--- config.mk ---
export PLATFORM = sky130hd
export DESIGN_NAME = fpu_issue_ctrl
export DESIGN_NICKNAME = d
export VERILOG_FILES = /design/src/rtl/fpu_issue_ctrl.sv
export SDC_FILE = /design/constraint.sdc
export NUM_CORES = 1
export LEC_CHECK = 0
export ABC_CLOCK_PERIOD_IN_PS = 5440
export BUFFER_PORTS_ARGS = -buffer_cell sky130_fd_sc_hd__buf_2
export CAP_MARGIN = 30
export CORE_MARGIN = 4
export CORE_UTILIZATION = 25
export CTS_CLUSTER_SIZE = 30
export DETAILED_ROUTE_END_ITERATION = 6
export PLACE_DENSITY = 0.45
export SETUP_SLACK_MARGIN = 0.3
export SLEW_MARGIN = 20
export SYNTH_ARGS = -nofsm -noshare
export SYNTH_HDL_FRONTEND = slang
export SYNTH_SLANG_ARGS = --single-unit
--- constraint.sdc ---
create_clock -name clock -period 5.44 [get_ports clock]
set_input_delay 0.272 -clock clock [delete_from_list [all_inputs] [get_ports clock]]
set_output_delay 0.272 -clock clock [all_outputs]
set_load 0.02 [all_outputs]
--- src/rtl/fpu_issue_ctrl.sv ---
// Issue/writeback sequencer in front of the fixed-latency FPU: holds operands
// stable for the op's latency, stalls the pipeline, then emits a one-cycle writeback.
module fpu_issue_ctrl #(
  parameter int unsigned width = 32,
  parameter int unsigned RD_W  = 5
) (
  input  logic             clock,
  input  logic             clear,
  input  logic             issue_valid,
  input  logic [3:0]       issue_op,
  input  logic [2:0]       issue_func3,
  input  logic             issue_rs1_0,
  input  logic [width-1:0] issue_a,
  input  logic [width-1:0] issue_b,
  input  logic [RD_W-1:0]  issue_rd,
  input  logic             issue_rd_fp,
  input  logic             kill,
  input  logic [width-1:0] fpu_result,
  output logic             fpu_sel,
  output logic [width-1:0] fpu_dataA,
  output logic [width-1:0] fpu_dataB,
  output logic [3:0]       fpu_op,
  output logic [2:0]       fpu_func3,
  output logic             fpu_rs1_0,
  output logic             stall,
  output logic             wb_valid,
  output logic [width-1:0] wb_data,
  output logic [RD_W-1:0]  wb_rd,
  output logic             wb_fp
);

  typedef enum logic [1:0] {IDLE, BUSY, DONE} state_t;

  state_t          state, state_nxt;
  logic [4:0]      cnt;
  logic [4:0]      lat;
  logic [RD_W-1:0] rd_q;
  logic            fp_q;
  logic            accept;

  always_comb begin
    case (issue_op)
      4'd0, 4'd1: lat = 5'd7;
      4'd2:       lat = 5'd5;
      4'd3:       lat = 5'd6;
      4'd4:       lat = 5'd0;
      4'd5:       lat = 5'd1;
      4'd6:       lat = 5'd16;
      4'd7:       lat = 5'd1;
      4'd8, 4'd9: lat = 5'd6;
      default:    lat = 5'd0;
    endcase
  end

  assign accept = (state == IDLE) && issue_valid && !kill;

  always_ff @(posedge clock or posedge clear) begin
    if (clear) state <= IDLE;
    else       state <= state_nxt;
  end

  always_comb begin
    state_nxt = state;
    case (state)
      IDLE:    if (accept) state_nxt = BUSY;
      BUSY:    if (kill) state_nxt = IDLE;
               else if (cnt == 5'd0) state_nxt = DONE;
      DONE:    state_nxt = IDLE;
      default: state_nxt = IDLE;
    endcase
  end

  // Kill wins over completion, so the result is only captured when not killed.
  always_ff @(posedge clock or posedge clear) begin
    if (clear) begin
      cnt       <= '0;
      fpu_dataA <= '0;
      fpu_dataB <= '0;
      fpu_op    <= '0;
      fpu_func3 <= '0;
      fpu_rs1_0 <= 1'b0;
      rd_q      <= '0;
      fp_q      <= 1'b0;
      wb_data   <= '0;
      wb_rd     <= '0;
      wb_fp     <= 1'b0;
    end else begin
      case (state)
        IDLE: if (accept) begin
          cnt       <= lat;
          fpu_dataA <= issue_a;
          fpu_dataB <= issue_b;
          fpu_op    <= issue_op;
          fpu_func3 <= issue_func3;
          fpu_rs1_0 <= issue_rs1_0;
          rd_q      <= issue_rd;
          fp_q      <= issue_rd_fp;
        end
        BUSY: if (kill) begin
          cnt <= '0;
        end else if (cnt != 5'd0) begin
          cnt <= cnt - 5'd1;
        end else begin
          wb_data <= fpu_result;
          wb_rd   <= rd_q;
          wb_fp   <= fp_q;
        end
        default: ;
      endcase
    end
  end

  // Combinational outputs are gated by clear so they read 0 throughout reset.
  always_comb begin
    fpu_sel  = 1'b0;
    stall    = 1'b0;
    wb_valid = 1'b0;
    if (!clear) begin
      fpu_sel  = (state == BUSY);
      stall    = ((state == IDLE) && issue_valid) || (state == BUSY);
      wb_valid = (state == DONE) && !kill;
    end
  end

endmodule

==> reports/metrics.csv <==
metric,value,unit
outcome,finished clean,
drt pass-1 iters,4,
total CTS buffers,17,
Power Density,584,nW/um^2
Worst VDD drop,0.000250,V
CTS resizes,0,
synth warn,0,
die area,21800,sq um
WS Path Type,flip-flop to flip-flop,
# IOs,227,
Die W,148,um
vias in the first global route,3672,
detailed-placement wirelength estimate,8.58,mm
worst min-delay path category,input port to asynchronous set/reset pin,
Tmin final,2.15,ns
GP Congestion,0.738,
total power,4.02,mW
CTS Root Cell,clkbuf_16,
period utilisation layout,0.395,
Synth top area share,0.632,
Layout Cells excl Fill,812,
synth-to-layout area growth,41.5,%
Switching Fraction,0.343,
CP cell instances,"inv_1, ha_1, nor4b_4, nand2_2, buf_12, mux2_4",
"area leader, netlist",dfrtp_1,
Final ANT Viol Nets,0,
CP arrival,2.43,ns
leakage,3.38,nW
fin nets,654,
CP max-delay cell,dfrtp_1,
hold_buf cts,0,
"most common cell after layout, fill and taps aside",buf_2,
setup ws final,3.29,ns
clock tree sinks,123,
DR vias,3317,
Synth cell types,32,
Max Root-Sink Buffers,2,
Sw Pwr,1.38,mW
global route overflow,0,
Cell Count Post-Placement,780,
DRC viols,0,
Pint,2.64,mW
Via density,4.08,
Clock Latency Late Sink,0.41,ns
clock-pin slew on the worst setup and hold paths,0.05,ns
final hold viol count,0,
initial drt markers,80,
Combinational Power Share,0.349,
GRT Resource Usage Total,0.111,
slew margin rel.,0.435,
port bufs,226,
syn_area_per_cell,16.0,sq um
antenna violations before repair,0,
Critical Path Fanout Max,21,
Initial Util,0.257,
layout cells sized above 1,0.701,
syn nets,419,
layout filler cell count,1917,
# Post-CTS Setup Buffers,0,
Area contributors post-synth,"dfrtp_1 63%, mux2_2 25%, mux2_4 2.8%, buf_2 1.0%, inv_1 0.62%",
Max Slew Vio Count,0,
synthesized flop and latch total,123,
final wirelength,11.8,mm
worst setup path start,cnt[0],
startpoint types,flip-flop,
pre-CTS WS,3.26,ns
Worst-Margin Slew,0.847,ns
Slowest Stage Delay on Critical Path,0.40,ns
DR WL/cell,14.5,um
Post-Synthesis Cells,304,
most frequent cells in the layout,"226 x buf_2, 123 x dfrtp_1, 107 x mux2_2",
Setup crit end kind,flip-flop,
Max Clock Freq,465,MHz
CTS H-tree lvls,4,
FP Rows,50,
ant diodes,0,
sequential share of the synthesized area,0.632,
Worst R2R Start,cnt[0],
Worst Skew,0.0102,ns
RSZ-0062 raised after global routing,no,
CORE AREA,19000,sq um
Die Span Y,148,um
max cap viols,0,
first-pass GRT wire length,19.2,mm
setup TNS,0,ns
Reg power frac,0.367,
TritonCTS clock tree,done,
clock network fraction of total power,0.284,
mapped cell area,4870,sq um
Worst Path Required,5.72,ns
largest net degree at the start of global routing,65,
Setup-failing EPs final,0,
==> through the flow <==
stage / hold slack, ns / cell area, sq um / util
after floorplan: 0.421 / 4870 / -
after global placement: 0.480 / 6260 / 0.330
after detailed placement: 0.487 / 6280 / 0.331
after CTS: 0.0505 / 6890 / 0.363
after global routing: 0.0641 / 6890 / 0.363
final: 0.0218 / 6890 / 0.363
==> cells in the mapped netlist <==
master	count
dfrtp_1	123
mux2_2	107
buf_2	10
mux2_4	9
inv_1	8
nor2_1	6
a21oi_1	4
nand2_1	4
nor3_1	3
a31o_2	2
buf_4	2
buf_6	2
nand2b_4	2
nor2b_1	2
o21ai_0	2
or3b_2	2
a211oi_1	1
a21boi_0	1
a21o_1	1
a221oi_4	1
a22o_1	1
a32o_1	1
ha_1	1
mux2i_1	1
nand2_2	1
nand2b_1	1
nor3_4	1
nor4b_1	1
nor4b_4	1
o21a_1	1
o21bai_1	1
o221ai_1	1
==> per-layer routing <==
layer  wire length [um]  track usage  vias up  part of all wire
met5                  0            0        -                 0
met4                149       0.0415        0             0.013
met3                931       0.0469       10             0.079
met2               5900        0.182      122              0.50
met1               4780        0.131     1638              0.41
li1                   -            -     1547                 -
==> kinds of logic (layout without fill, tap and decap cells) <==
group	count (synthesis)	in the layout	share of synthesized area
compound gates	17	17	0.0285
fa+ha+maj	1	1	0.00257
buf+inv	22	270	0.0242
flops	123	123	0.632
mux	117	117	0.277
simple gates	24	24	0.0352
==> final timing paths <==
kind	to	slack (ns)	cells past startpoint
worst max-delay path	wb_rd[3]	3.29	6
worst min-delay path	state[0]	0.02	2
worst max register to register	wb_rd[3]	3.29	6
worst min register to register	wb_rd[4]	0.49	1
max in group asynchronous	wb_rd[1]	4.05	3
min in group clock	fpu_dataB[14]	0.09	2
==> power by group through the flow <==
| stage | sequential, mW | clock, mW | combinational [mW] |
|---|---|---|---|
| floorplan | 1.90 | 0 | 0.506 |
| global placement | 1.48 | 0 | 1.41 |
| detailed placement | 1.49 | 0 | 1.43 |
| global route | 1.53 | 1.23 | 1.50 |
| CTS | 1.48 | 1.18 | 1.43 |
| finish | 1.48 | 1.14 | 1.40 |
==> final cells by class <==
cell class / count / area (sq um) / share of cell area
flip-flops and latches: 123 / 3080 / 0.447
multi-input cells: 159 / 1670 / 0.243
repair buffers: 230 / 1170 / 0.170
clock buffers: 21 / 460 / 0.0669
well taps: 260 / 325 / 0.0472
clock inverters: 11 / 144 / 0.0209
inverters: 8 / 32.5 / 0.00472
==> state kept, by name (all words and copies together), names as in the netlist <==
register and count:
fpu_dataA 32, fpu_dataB 32, wb_data 32, cnt 5, rd_q 5, wb_rd 5
fpu_op 4, fpu_func3 3, state 2, fp_q 1, fpu_rs1_0 1, wb_fp 1
==> worst max-delay path: cells and delay by family (launching register included) <==
family | cells | cell delay [ns]
buffers and inverters | 2 | 0.38
and+or+nand+nor | 2 | 0.74
DFF | 1 | 0.40
adders and majority gates | 1 | 0.20
muxes | 1 | 0.30
(Power assumes the default switching activity.)
